[src/rtl/load_store_unit.sv]
// -----------------------------------------------------------------------------
// load_store_unit
//
// Single-outstanding load/store unit sitting between an issue stage and a
// simple data memory. One request is accepted at a time from IDLE; a store
// drives a one-cycle memory write, and a load presents its address to the
// memory, waits MEM_LAT+1 cycles, captures the read data and holds it on the
// response port until writeback accepts it.
//
// Optional build macro:
//   LSU_STORE_FWD_EN  keep the address/data of the most recent store; a load
//                     that hits it skips the memory wait and responds on the
//                     cycle after accept.
//
// Parameters:
//   MEM_LAT     extra cycles between mem_raddr settling and mem_rdata capture
//
// Ports:
//   clk, rst    clock (rising edge) and asynchronous active-high reset
//   req_*       request channel: valid/ready, we (1 = store), addr, wdata,
//               rd (destination tag for loads)
//   mem_en      data-memory write enable (high only in the store cycle)
//   mem_waddr   data-memory write address
//   mem_wdata   data-memory write data
//   mem_raddr   data-memory read address
//   mem_rdata   data-memory read data (combinational from mem_raddr)
//   rsp_*       load response channel: valid/ready, data, rd tag
//   st_cnt      number of accepted stores, modulo 256
// -----------------------------------------------------------------------------
module load_store_unit #(
    parameter int MEM_LAT = 0
) (
    input  logic       clk,
    input  logic       rst,

    input  logic       req_valid,
    output logic       req_ready,
    input  logic       req_we,
    input  logic [7:0] req_addr,
    input  logic [7:0] req_wdata,
    input  logic [2:0] req_rd,

    output logic       mem_en,
    output logic [7:0] mem_waddr,
    output logic [7:0] mem_wdata,
    output logic [7:0] mem_raddr,
    input  logic [7:0] mem_rdata,

    output logic       rsp_valid,
    input  logic       rsp_ready,
    output logic [7:0] rsp_data,
    output logic [2:0] rsp_rd,

    output logic [7:0] st_cnt
);

    typedef enum logic [1:0] {
        IDLE  = 2'd0,
        STORE = 2'd1,
        LOAD  = 2'd2,
        RESP  = 2'd3
    } state_t;

    // Wait counter only needs to reach MEM_LAT; keep at least one bit so the
    // MEM_LAT = 0 build still has a legal vector.
    localparam int              CW       = (MEM_LAT > 0) ? $clog2(MEM_LAT + 1) : 1;
    localparam logic [CW-1:0]   LAT_LAST = CW'(MEM_LAT);

    state_t        state;
    logic [7:0]    addr_q;
    logic [7:0]    wdata_q;
    logic [2:0]    rd_q;
    logic [CW-1:0] lat_cnt;

`ifdef LSU_STORE_FWD_EN
    logic          fwd_valid;
    logic [7:0]    fwd_addr;
    logic [7:0]    fwd_data;
`endif

    // The request fields are held in addr_q/wdata_q/rd_q from accept until the
    // unit is idle again, so the memory ports can simply mirror them.
    assign mem_waddr = addr_q;
    assign mem_wdata = wdata_q;
    assign mem_raddr = addr_q;
    assign rsp_rd    = rd_q;

    // req_ready, mem_en and rsp_valid are registered alongside the state so
    // every output that leaves the block comes straight from a flop.
    // NOTE: all state here uses non-blocking assignments so every flop samples
    // the pre-edge values of the others; blocking assignments would make the
    // result depend on statement order and break the simulation/synthesis match.
    always_ff @(posedge clk or posedge rst) begin
        if (rst) begin
            state     <= IDLE;
            req_ready <= 1'b1;
            mem_en    <= 1'b0;
            rsp_valid <= 1'b0;
            rsp_data  <= 8'h00;
            st_cnt    <= 8'h00;
            addr_q    <= 8'h00;
            wdata_q   <= 8'h00;
            rd_q      <= 3'd0;
            lat_cnt   <= '0;
`ifdef LSU_STORE_FWD_EN
            fwd_valid <= 1'b0;
            fwd_addr  <= 8'h00;
            fwd_data  <= 8'h00;
`endif
        end else begin
            case (state)
                IDLE: begin
                    if (req_valid) begin
                        addr_q    <= req_addr;
                        wdata_q   <= req_wdata;
                        rd_q      <= req_rd;
                        lat_cnt   <= '0;
                        req_ready <= 1'b0;
                        if (req_we) begin
                            state  <= STORE;
                            mem_en <= 1'b1;
                            st_cnt <= st_cnt + 8'd1;
`ifdef LSU_STORE_FWD_EN
                            fwd_valid <= 1'b1;
                            fwd_addr  <= req_addr;
                            fwd_data  <= req_wdata;
`endif
                        end else begin
`ifdef LSU_STORE_FWD_EN
                            // Hit on the last store: data is already known,
                            // so skip the memory wait entirely.
                            if (fwd_valid && (fwd_addr == req_addr)) begin
                                state     <= RESP;
                                rsp_valid <= 1'b1;
                                rsp_data  <= fwd_data;
                            end else begin
                                state <= LOAD;
                            end
`else
                            state <= LOAD;
`endif
                        end
                    end
                end

                STORE: begin
                    // Exactly one write cycle, no response.
                    state     <= IDLE;
                    mem_en    <= 1'b0;
                    req_ready <= 1'b1;
                end

                LOAD: begin
                    // mem_raddr has been stable since the accept edge; the
                    // last of the MEM_LAT+1 edges samples the memory.
                    if (lat_cnt == LAT_LAST) begin
                        state     <= RESP;
                        rsp_valid <= 1'b1;
                        rsp_data  <= mem_rdata;
                    end else begin
                        lat_cnt <= lat_cnt + 1'b1;
                    end
                end

                RESP: begin
                    // rsp_data/rsp_rd are untouched here, so they hold until
                    // the handshake completes, including in the first cycle.
                    if (rsp_ready) begin
                        state     <= IDLE;
                        rsp_valid <= 1'b0;
                        req_ready <= 1'b1;
                    end
                end

                default: begin
                    state     <= IDLE;
                    req_ready <= 1'b1;
                    mem_en    <= 1'b0;
                    rsp_valid <= 1'b0;
                end
            endcase
        end
    end

endmodule

[config.mk]
export PLATFORM = sky130hd
export DESIGN_NAME = load_store_unit
export DESIGN_NICKNAME = d
export VERILOG_FILES = /design/src/rtl/load_store_unit.sv
export SDC_FILE = /design/constraint.sdc
export NUM_CORES = 1
export LEC_CHECK = 0
export BUFFER_PORTS_ARGS = -buffer_cell sky130_fd_sc_hd__buf_2
export CORE_AREA = 10 10 83 85
export CTS_CLUSTER_DIAMETER = 100
export DETAILED_ROUTE_END_ITERATION = 7
export DIE_AREA = 0 0 93 95
export PLACE_DENSITY = 0.65
export SYNTH_ARGS = -nofsm -noshare
export SYNTH_HDL_FRONTEND = slang
export SYNTH_SLANG_ARGS = --single-unit
[constraint.sdc]
create_clock -name clk -period 2 [get_ports clk]
set_clock_uncertainty 0.1 [all_clocks]
set_input_delay 0.2 -clock clk [delete_from_list [all_inputs] [get_ports clk]]
set_output_delay 0.2 -clock clk [all_outputs]
set_load 0.005 [all_outputs]
== Yosys cells after proc, flatten, opt, wreduce, memory -nomap -nowiden ==
Cells that the tools add are included.

* Flip-flop bits (word level): 41
* Bits of input ports: 32
* Output and inout bits: 46
* Word-level logic and storage cells: 49

* Add/sub/neg operators: 2
* Equality and inequality tests: 7
* Mux-type cells: 16
* Bitwise operators: 1
* Reduce and logical (&&, ||, !) cells: 13

{| class="wikitable"
|+ Operators with widths
! operator !! number
|-
| 3-bit AND reduction || 5
|-
| 8-bit by 1-bit adder with 8-bit output (second input constant) || 1
|-
| 2-bit two-way mux || 4
|-
| 2-bit != test (second input constant) || 4
|-
| 2-bit one-hot mux with 4 select lines || 1
|-
| 1-bit two-way mux || 7
|-
| 1-bit one-hot mux with 2 select lines || 3
|-
| 2-bit AND reduction || 3
|-
| 2-bit nonzero test || 3
|-
| 2-bit == test (second input constant) || 2
|-
| 1-bit one-hot mux with 3 select lines || 1
|-
| 3-bit nonzero test || 1
|-
| 2-bit by 1-bit == test with 1-bit output (second input constant) || 1
|-
| 2-bit zero test || 1
|-
| 1-bit adder (second input constant) || 1
|-
| 1-bit inverter || 1
|}

== Logic depth before layout (Yosys ltp) ==
Gate-level depths: netlist of run 1.

* Word-level depth: 3
* Depth in mapped cells: 4
* Depth with buffers taken out: 4

== Worst setup path after synthesis of run 1 ==
Ideal clock, no wire load.

* Path kind: reg2reg
* From: register state[0]
* To: register addr_q[0], in the netlist mem_raddr[0]
* Library setup time: 0.125 ns
* Arrival time: 1.261 ns
* Required time: 1.775 ns
* Setup slack: 0.514 ns
* Stages on the path, launching flop included: 5
* Buffers on the path: 2
* Period minus slack after synthesis: 1.486 ns
* Cells stage by stage: dfrtp_1 > nor3b_1 > buf_4 > buf_6 > mux2_2

* Longest elaborated chain between the ends: 2

{| class="wikitable"
|+ Ends and longest elaborated chain
! element !! line !! text
|-
| from (decl) || 69 || <nowiki>state_t state;</nowiki>
|-
| from (signal assigned) || 95 || <nowiki>state <= IDLE;</nowiki>
|-
| from (signal assigned) || 120 || <nowiki>state <= STORE;</nowiki>
|-
| from (signal assigned) || 140 || <nowiki>state <= LOAD;</nowiki>
|-
| 2-bit zero test || 111 || <nowiki>case (state)</nowiki>
|-
| 2-bit AND reduction (no line) || - ||
|-
| to (signal assigned) || 114 || <nowiki>addr_q <= req_addr;</nowiki>
|-
| to (decl) || 70 || <nowiki>logic [7:0] addr_q;</nowiki>
|}

No other way between the ends.
A chain may end at the register's enable or synchronous reset.

== Final worst setup path of run 1 ==
* From: register state[1]
* To: register st_cnt[7]

* Longest elaborated chain between the ends: 2

{| class="wikitable"
|+ Ends and longest elaborated chain
! element !! line !! text
|-
| 2-bit zero test || 111 ||
|-
| 3-bit AND reduction (no line) || - ||
|-
| to (signal assigned) || 122 || <nowiki>st_cnt <= st_cnt + 8'd1;</nowiki>
|-
| to (decl) || 54 || <nowiki>output logic [7:0] st_cnt</nowiki>
|}

No other way between the ends.

==> out/metrics.yaml, run 1 <==
timing:
  hold_ws_ps: 40.1
  setup_viol: 0
  finalCritPeriodShare_pct: 81.8
  hold_viol: 0
  drv_slew: 0
  finalWorstSetupSlack_ps: 363
  setup_tns_ps: 0
  fmax_mhz: 611
  rsz0062_at_grt: "no"
  timing.final.crit_period_ps: 1640
  worstMarginPinSlew_ps: 802
  slew_headroom_pct: 46.2
min_path:
  min_to: "mem_raddr[2]$_DFFE_PP0P_"
  hp-class: "primary input to flop"
  hold_depth: 2
  holdCritStartpoint: "req_addr[2]"
clock_tree:
  cts_sinks: 40
  clockBufferDepth: 2
  cts_buffers: 5
  cts.reportedPaths.clkPinSlew_ps: 80
  cts_tree: "yes"
  cts_root_buffer: "clkbuf_8"
  worstSkewPairLatency_ps: 280
  cts.htree.levels: 2
global_routing:
  grt_util_all_layers_pct: 8.53
  grt_pass1_vias: 1190
  grt_max_degree: 23
  grt_pass1_wl_um: 6000
  overflow: 0
  antenna_found_initial: 0
route:
  first_pass_iters: 4
  via_count: 1141
  routed_via_density: 4.29
  ant_nets: 0
  wire_per_inst_um: 14.6
  drcViolationCount: 0
  first_iter_violations: 33
  drt-total-wl_um: 3880
cells_and_area:
  nets: 226
  antenna_cells: 0
  final_area_um2: 2160
  n_fill_cell: 536
  drive_above_1_share_pct: 61.3
  seq_area_um2: 1000
  multi_input_area_um2: 552
  postLayoutCoreUtil_pct: 40.4
  area.growth.synth_to_final_pct: 30.5
power:
  powerDensity_nw_per_um2: 1470
  power.share.switching_pct: 32.0
  switching_power_uw: 1020
  clkPwrFrac_pct: 15.8
  p_seq_share_pct: 45.6
  p_int_uw: 2150
  ir_drop_mv: 0.718
  leakage_uw: 0.00107
  p_comb_share_pct: 38.6
yosys:
  avgSynthCellArea_um2: 14.3
  synthesis.area_um2: 1650
  synth_nets: 149
  syn_inst: 116
  ys_types: 24
  ys_seq_area_share_pct: 60.6
  yosys_register_bits: 40
  yosys_warnings: 0
critical_path:
  critPathSlowestCell: "nand4bb_1"
  reg2reg_depth: 3
  crit_chain: "nand4bb_1, nor4_4, xor2_1"
  rr_endpoint: "st_cnt[7]$_DFFE_PP0P_"
  r2r_slack_ps: 360
  critPathKind: "flop to flop"
  start_kind: "flop"
  endpoint_kind: "flop"
  required_ps: 2110
  reg2reg_from: "state[1]$_DFFE_PP0P_"
  path_max_fanout: 8
  worstPathArrival_ps: 1750
  slowest_delay_ps: 480
place:
  placed_area_um2: 2070
  dp_slack_ps: 366
  portBuffers: 77
  dpl.hpwl_um: 3050
  gp_congestion: 0.734
die:
  die_y_um: 95
  core_area_um2: 5340
  die_x_um: 93
  rows: 27
  initial_utilization_pct: 31.0
  io_pins: 78
  dieArea_um2: 8840
job:
  maxCapViolCount: 0
status:
  status: "complete, no violations"
layer usage:
layer / global-route usage [%] / up-vias / share of wire (%)
li1: - / 553 / -
met1: 9.35 / 541 / 41
met2: 13.6 / 45 / 47
met3: 5.15 / 2 / 11
met4: 2.70 / 0 / 0.49
met5: 0 / - / 0
stage by stage:
step,total power [uW],cells
after floorplan,2210,116
after global placement,2690,257
after detailed placement,2730,257
after CTS,3250,266
after global routing,3440,266
final,3170,266
layout make-up:
class | instances | share of cell area, %
sequential | 40 | 46.4
multi-input combinational | 61 | 25.6
timing repair buffer | 81 | 19.4
tap | 72 | 4.17
clock buffer | 7 | 3.54
inverter | 4 | 0.696
clock inverter | 1 | 0.232
power by group through the flow:
stage               Clock [uW]  Sequential [uW]  Combinational (uW)
floorplan                    0             1480                 729
global placement             0             1440                1250
detailed placement           0             1470                1260
CTS                        533             1450                1270
global route               567             1510                1360
finish                     501             1450                1220
cells in the final DEF (no fill, tap or decap), drive strengths merged:
cell type / instances
a21boi: 1
a21o: 1
nor4: 1
nand4bb: 1
mux2: 28
buf: 80
xor2: 6
dfrtp: 39
dlygate4sd3: 1
nand2: 3
dfstp: 1
clkinv: 2
clkbuf: 7
a21oi: 3
ha: 1
xnor2: 1
nand3: 3
or2b: 1
o22a: 1
nor3: 2
inv: 3
nor2: 4
o21ai: 2
nor3b: 1
a31oi: 1
state kept, by name (all words and copies together), names as in the netlist:
| signal | count |
|---|---|
| rsp_data | 8 |
| mem_en | 1 |
| mem_wdata | 8 |
| state | 2 |
| req_ready | 1 |
| mem_raddr | 8 |
| rsp_rd | 3 |
| rsp_valid | 1 |
| st_cnt | 8 |
synth_stat cells:
library cell | number | area, um2
mux2_2 | 28 | 315
or2b_1 | 1 | 7.51
nand3_1 | 3 | 15.0
nor3b_1 | 1 | 7.51
a21boi_0 | 1 | 7.51
dfstp_2 | 1 | 26.3
o21ai_0 | 2 | 10.0
nor2_1 | 3 | 11.3
xor2_1 | 6 | 52.6
dfrtp_1 | 39 | 976
nand2_1 | 3 | 11.3
xnor2_1 | 1 | 8.76
nor2_2 | 1 | 6.26
a21o_1 | 1 | 7.51
nor4_4 | 1 | 21.3
buf_4 | 9 | 67.6
nand4bb_1 | 1 | 11.3
inv_1 | 4 | 15.0
buf_6 | 2 | 22.5
nor3_1 | 2 | 10.0
a21oi_1 | 3 | 15.0
ha_1 | 1 | 12.5
o22a_2 | 1 | 10.0
a31oi_1 | 1 | 6.26
worst max path at each step:
| stage | start | endpoint | slack, ps | cells after the start |
|---|---|---|---|---|
| 2_1_floorplan | state[0]$_DFFE_PP0P_ | mem_raddr[0]$_DFFE_PP0P_ | 510 | 4 |
| 3_3_place_gp | state[0]$_DFFE_PP0P_ | st_cnt[7]$_DFFE_PP0P_ | 390 | 3 |
| 5_1_grt | state[0]$_DFFE_PP0P_ | st_cnt[6]$_DFFE_PP0P_ | 250 | 3 |
| 6_report | state[1]$_DFFE_PP0P_ | st_cnt[7]$_DFFE_PP0P_ | 360 | 3 |
| 3_5_place_dp | state[1]$_DFFE_PP0P_ | st_cnt[7]$_DFFE_PP0P_ | 370 | 3 |
| 4_1_cts | state[1]$_DFFE_PP0P_ | st_cnt[7]$_DFFE_PP0P_ | 360 | 3 |
worst max-delay path, delay by kind of cell, from the launching register on:
kind,cells,cell delay (ps)
xor gates and xnor gates,1,150
DFF,1,450
and+or+nand+nor,2,870
cell families after synthesis:
family,share of synthesized area (%)
adder cells (fa/ha/maj),0.756
XOR/XNOR,3.71
buffers and inverters,6.35
multiplexers,19.1
flip-flops,60.6
AO/OA/AOI/OAI,3.40
AND/OR/NAND/NOR,6.13
what timing repair did:
| item | 4_1_cts | 5_1_grt |
|---|---|---|
| resized for setup | 0 | 0 |
| hold buffers | 1 | 0 |
| setup buffers | 0 | 0 |
| hold endpoints to repair | 19 | 0 |
(Power assumes the default switching activity.)
==> run 2: changes to the inputs <==
Clock period 2 ns to 1.55 ns, I/O delays scaled along.
==> run 2 against run 1 <==
Against the previous run:
- critical path depth stayed put
- flip-flop and latch count did not move
- hold slack got worse by 31 ps
- utilization rose by 5.6 points
- final cell count up 10%
- global-route usage is 0.70 points higher
- sequential share of layout area shrank 5.6 points
- power rose by 35%
- largest cell class unchanged
==> out/metrics.yaml, run 2 (synthesized netlist as in run 1, its figures left out) <==
critical_path:
  critPathKind: "flop to flop"
  crit_buf_inv: 1  # +1
  start_kind: "flop"
  required_ps: 1610  # -500 ps
  worstPathArrival_ps: 1490  # -260 ps
  slowest_delay_ps: 400  # -80 ps
  crit_chain: "nor3b_2, buf_12, mux2_2"
  critPathSlowestCell: "dfrtp_1"
  path_max_fanout: 19  # +11
  endpoint_kind: "flop"
  cp_top_family: "flip-flops"
  r2r_slack_ps: 120  # -240 ps
global_routing:
  overflow: 0  # unchanged
  grt_pass1_wl_um: 6550  # +9.2%
  grt_max_degree: 41  # +78%
  antenna_found_initial: 0  # unchanged
  grt_pass1_vias: 1362  # +14%
  grt_util_all_layers_pct: 9.23  # +0.70 points
timing:
  setup_viol: 0  # unchanged
  rsz0062_at_grt: "no"
  worstMarginPinSlew_ps: 223  # -579 ps
  hold_viol: 0  # unchanged
  fmax_mhz: 702  # +15%
  slew_headroom_pct: 85.0  # +39 points
  timing.final.crit_period_ps: 1430  # -212 ps
  drv_slew: 0  # unchanged
  finalCritPeriodShare_pct: 92.0  # +10 points
  setup_tns_ps: 0  # unchanged
  hold_ws_ps: 9.39  # -30.7 ps
route:
  via_count: 1262  # +11%
  first_pass_iters: 4  # unchanged
  ant_nets: 0  # unchanged
  routed_via_density: 4.31  # +0.41%
  drcViolationCount: 0  # unchanged
  wire_per_inst_um: 14.2  # -2.9%
  first_iter_violations: 22  # -33%
  drt-total-wl_um: 4150  # +7.0%
power:
  switching_power_uw: 1340  # +32%
  clkPwrFrac_pct: 16.3  # +0.5 points
  power.share.switching_pct: 31.3  # -0.76 points
  leakage_uw: 0.00120  # +12%
  powerDensity_nw_per_um2: 1740  # +19%
  ir_drop_mv: 0.708  # -1.4%
  p_seq_share_pct: 43.3  # -2.3 points
  p_int_uw: 2940  # +37%
  p_comb_share_pct: 40.4  # +1.8 points
die:
  initial_utilization_pct: 31.0  # unchanged
  die_x_um: 93  # unchanged
  die_y_um: 95  # unchanged
  dieArea_um2: 8840  # unchanged
  rows: 27  # unchanged
  core_area_um2: 5340  # unchanged
  io_pins: 78  # unchanged
clock_tree:
  cts_resized: 0  # unchanged
  cts_hold_buf: 24  # +23
  cts_tree: "yes"
  clockBufferDepth: 2  # unchanged
  cts.reportedPaths.clkPinSlew_ps: 70  # about the same
  cts_root_buffer: "clkbuf_8"
  worstSkewPairLatency_ps: 280  # about the same
  cts_sinks: 40  # unchanged
  cts.htree.levels: 2  # unchanged
  cts_buffers: 5  # unchanged
  cts_setup_buffers: 0  # unchanged
cells_and_area:
  layout_commonest_cell: "buf_2"
  area.growth.synth_to_final_pct: 48.4
  nets: 253  # +12%
  mostFrequentLayoutCells: "buf_2 (77), dfrtp_1 (39), mux2_2 (28)"
  antenna_cells: 0  # unchanged
  n_fill_cell: 505  # -5.8%
  drive_above_1_share_pct: 55.2  # -6.1 points
place:
  portBuffers: 77  # unchanged
  dpl.hpwl_um: 2880  # -5.7%
  gp_congestion: 0.681  # -7.2%
job:
  maxCapViolCount: 0  # unchanged
status:
  status: "complete, no violations"
min_path:
  hp-class: "primary input to flop"
==> run 2: through the flow <==
stage | worst slack (ps) | cell area, um2 | total power, uW | cells | utilization, %
2_1_floorplan | 64.1 | 1650 | 2860 | 116 | -
3_3_place_gp | 134 | 2110 | 3550 | 260 | 39.6
3_5_place_dp | 126 | 2110 | 3600 | 260 | 39.6
4_1_cts | 112 | 2440 | 4370 | 292 | 45.8
5_1_grt | 15.8 | 2450 | 4640 | 293 | 46.0
6_report | 125 | 2450 | 4280 | 293 | 46.0
==> run 2: power groups by stage <==
stage,Sequential (uW),Combinational (uW),Clock [uW]
2_1_floorplan,1920,941,0
3_3_place_gp,1850,1700,0
3_5_place_dp,1880,1720,0
4_1_cts,1860,1780,735
5_1_grt,1930,1920,785
6_report,1850,1730,699
==> run 2: final cells by class <==
| cell class | count | area, um2 | area share [%] |
|---|---|---|---|
| timing repair buffer | 108 | 706 | 28.7 |
| multi-input combinational | 61 | 552 | 22.5 |
| tap | 72 | 90.1 | 3.67 |
| inverter | 4 | 15.0 | 0.612 |
| sequential | 40 | 1000 | 40.8 |
| clock buffer | 8 | 90.1 | 3.67 |
==> run 2: path summary, 6_finish.rpt <==
| check | cells after the start | from | end |
|---|---|---|---|
| max | 3 | state[0]$_DFFE_PP0P_ | rsp_rd[2]$_DFFE_PP0P_ |
| min | 2 | req_rd[1] | rsp_rd[1]$_DFFE_PP0P_ |
| max reg2reg | 3 | state[0]$_DFFE_PP0P_ | rsp_rd[2]$_DFFE_PP0P_ |
| min reg2reg | 1 | st_cnt[7]$_DFFE_PP0P_ | st_cnt[7]$_DFFE_PP0P_ |
| max in group asynchronous | 4 | rst | req_ready$_DFFE_PP1P_ |
| min in group asynchronous | 4 | rst | mem_wdata[6]$_DFFE_PP0P_ |
==> run 2: routing by layer <==
metal	global-route usage, %	share of wire (%)
met1	9.54	39
met2	15.7	50
met3	5.31	10
met5	0	0
met4	2.70	0.72
==> run 3: changes to the inputs <==
Settings changed: CORE_AREA 10 10 83 85 to 10 10 70 102, DIE_AREA 0 0 93 95 to 0 0 80 112, PLACE_DENSITY 0.65 to 0.64.
==> run 3 against run 2 <==
Against the previous run:
- final cell count fell by 0.68%
- clock power barely moved
- hold slack improved by 2.2 ps
- sequential share of layout area barely moved
- non-clock buffer count did not move
- die area rose by 1.4%
- design area rose by 0.10%
- critical endpoint is now st_cnt[7]$_DFFE_PP0P_
- critical path depth rose by 1
==> out/metrics.yaml, run 3 (synthesized netlist as in run 1, its figures left out) <==
status:
  status: "complete, no violations"
critical_path:
  rr_endpoint: "st_cnt[7]$_DFFE_PP0P_"
  required_ps: 1660  # +50 ps
  r2r_slack_ps: 80  # -40 ps
  start_kind: "flop"
  worstPathArrival_ps: 1580  # +90 ps
  reg2reg_from: "state[1]$_DFFE_PP0P_"
  path_max_fanout: 8  # -11
  endpoint_kind: "flop"
  reg2reg_depth: 4  # +1
  critPathKind: "flop to flop"
cells_and_area:
  mostFrequentLayoutCells: "buf_2 (77), dfrtp_1 (39), mux2_2 (28)"
  antenna_cells: 0  # unchanged
  final_area_um2: 2460  # +0.10%
  layout_commonest_cell: "buf_2"
  drive_above_1_share_pct: 55.7  # +0.45 points
  seq_area_um2: 1000  # unchanged
  multi_input_area_um2: 552  # unchanged
  nets: 253  # unchanged
  n_fill_cell: 517  # +2.4%
  postLayoutCoreUtil_pct: 45.8  # -0.21 points
  area.growth.synth_to_final_pct: 48.6
timing:
  worstMarginPinSlew_ps: 216  # -6.89 ps
  setup_viol: 0  # unchanged
  timing.final.crit_period_ps: 1470  # +41.2 ps
  hold_ws_ps: 11.6  # +2.18 ps
  drv_slew: 0  # unchanged
  slew_headroom_pct: 85.5  # +0.46 points
  rsz0062_at_grt: "no"
  fmax_mhz: 682  # -2.8%
  hold_viol: 0  # unchanged
  finalCritPeriodShare_pct: 94.6  # +2.7 points
  setup_tns_ps: 0  # unchanged
min_path:
  hp-class: "primary input to flop"
  holdCritStartpoint: "req_rd[1]"
  hold_depth: 2  # unchanged
  min_to: "rsp_rd[1]$_DFFE_PP0P_"
power:
  ir_drop_mv: 1.10  # +55%
  leakage_uw: 0.00121  # +0.71%
  switching_power_uw: 1340  # about the same
  clkPwrFrac_pct: 16.4  # about the same
  power.total_uw: 4260  # -0.56%
  p_int_uw: 2920  # -0.80%
  powerDensity_nw_per_um2: 1730  # -0.67%
  p_comb_share_pct: 39.9  # -0.5 points
  power.share.switching_pct: 31.4  # +0.16 points
  p_seq_share_pct: 43.7  # +0.4 points
clock_tree:
  cts_sinks: 40  # unchanged
  cts_buffers: 5  # unchanged
  worstSkewPairLatency_ps: 280  # about the same
  clockBufferDepth: 2  # unchanged
  cts_root_buffer: "clkbuf_8"
  cts_tree: "yes"
  cts.reportedPaths.clkPinSlew_ps: 80  # about the same
  cts.htree.levels: 2  # unchanged
global_routing:
  grt_max_degree: 41  # unchanged
  grt_util_all_layers_pct: 9.10  # -0.12 points
  antenna_found_initial: 0  # unchanged
  grt_pass1_vias: 1298  # -4.7%
  grt_pass1_wl_um: 6530  # -0.32%
  overflow: 0  # unchanged
die:
  initial_utilization_pct: 30.8  # -0.17 points
  dieArea_um2: 8960  # +1.4%
  die_x_um: 80  # -14%
  core_area_um2: 5370  # +0.56%
  die_y_um: 112  # +18%
  io_pins: 78  # unchanged
  rows: 33  # +22%
route:
  routed_via_density: 4.23  # -1.7%
  first_pass_iters: 2  # -2
  ant_nets: 0  # unchanged
  drcViolationCount: 0  # unchanged
  via_count: 1232  # -2.4%
  wire_per_inst_um: 13.9  # -2.0%
  first_iter_violations: 31  # +41%
  drt-total-wl_um: 4040  # -2.7%
place:
  placed_area_um2: 2100  # -0.47%
  dpl.hpwl_um: 2910  # +1.1%
  gp_congestion: 0.672  # -1.3%
  portBuffers: 77  # unchanged
job:
  maxCapViolCount: 0  # unchanged
==> run 3: changes by cell type in the layout (fill, tap and decap cells not counted), sizes merged <==
cell         previous run  this run
clkbuf                  8         6
buf                    83        82
clkinv                  1         2
dlygate4sd3            25        26
inv                     3         4
==> run 3: layout make-up <==
class / count / area share, %
repair buffers: 108 / 28.8
well taps: 70 / 3.56
clock buffers: 6 / 3.36
inverters: 4 / 0.611
flip-flops and latches: 40 / 40.8
multi-input cells: 61 / 22.5
clock inverters: 2 / 0.407
==> run 3: worst max-delay path, stage by stage, from the launching register on <==
cell and delay [ps]:
dfrtp_1 450, nand4bb_1 220, buf_4 190, nor4_4 280
xor2_1 160
==> run 3: how the worst max path moves through the flow <==
stage,from,to,slack (ps)
2_1_floorplan,state[0]$_DFFE_PP0P_,mem_raddr[0]$_DFFE_PP0P_,60
3_3_place_gp,state[1]$_DFFE_PP0P_,st_cnt[7]$_DFFE_PP0P_,110
3_5_place_dp,state[1]$_DFFE_PP0P_,st_cnt[7]$_DFFE_PP0P_,90
4_1_cts,state[1]$_DFFE_PP0P_,st_cnt[7]$_DFFE_PP0P_,70
5_1_grt,state[1]$_DFFE_PP0P_,st_cnt[5]$_DFFE_PP0P_,20
6_report,state[1]$_DFFE_PP0P_,st_cnt[7]$_DFFE_PP0P_,80
==> run 3: power groups by stage <==
stage | clock network, uW | registers (uW) | logic, uW
2_1_floorplan | 0 | 1920 | 941
3_3_place_gp | 0 | 1860 | 1670
3_5_place_dp | 0 | 1890 | 1680
4_1_cts | 740 | 1870 | 1740
5_1_grt | 785 | 1940 | 1880
6_report | 698 | 1860 | 1700
==> run 3: per-stage QoR <==
stage / instances / worst slack, ps
after floorplan: 116 / 64.1
after global placement: 257 / 109
after detailed placement: 257 / 88.9
after CTS: 290 / 67.7
after global routing: 291 / 18.6
final: 291 / 83.5
==> run 3: layer usage <==
metal,wire length [um],global-route usage (%),up-vias
met3,310,3.86,5
met4,51,2.83,0
met5,0,0,-
met2,2170,16.0,43
li1,-,-,596
met1,1500,9.40,588
==> run 3: timing repair <==
action,4_1_cts,5_1_grt
buffers inserted,0,0
resized for setup,0,0
hold buffers,25,1
hold endpoints to repair,63,1
setup endpoints to repair,0,0
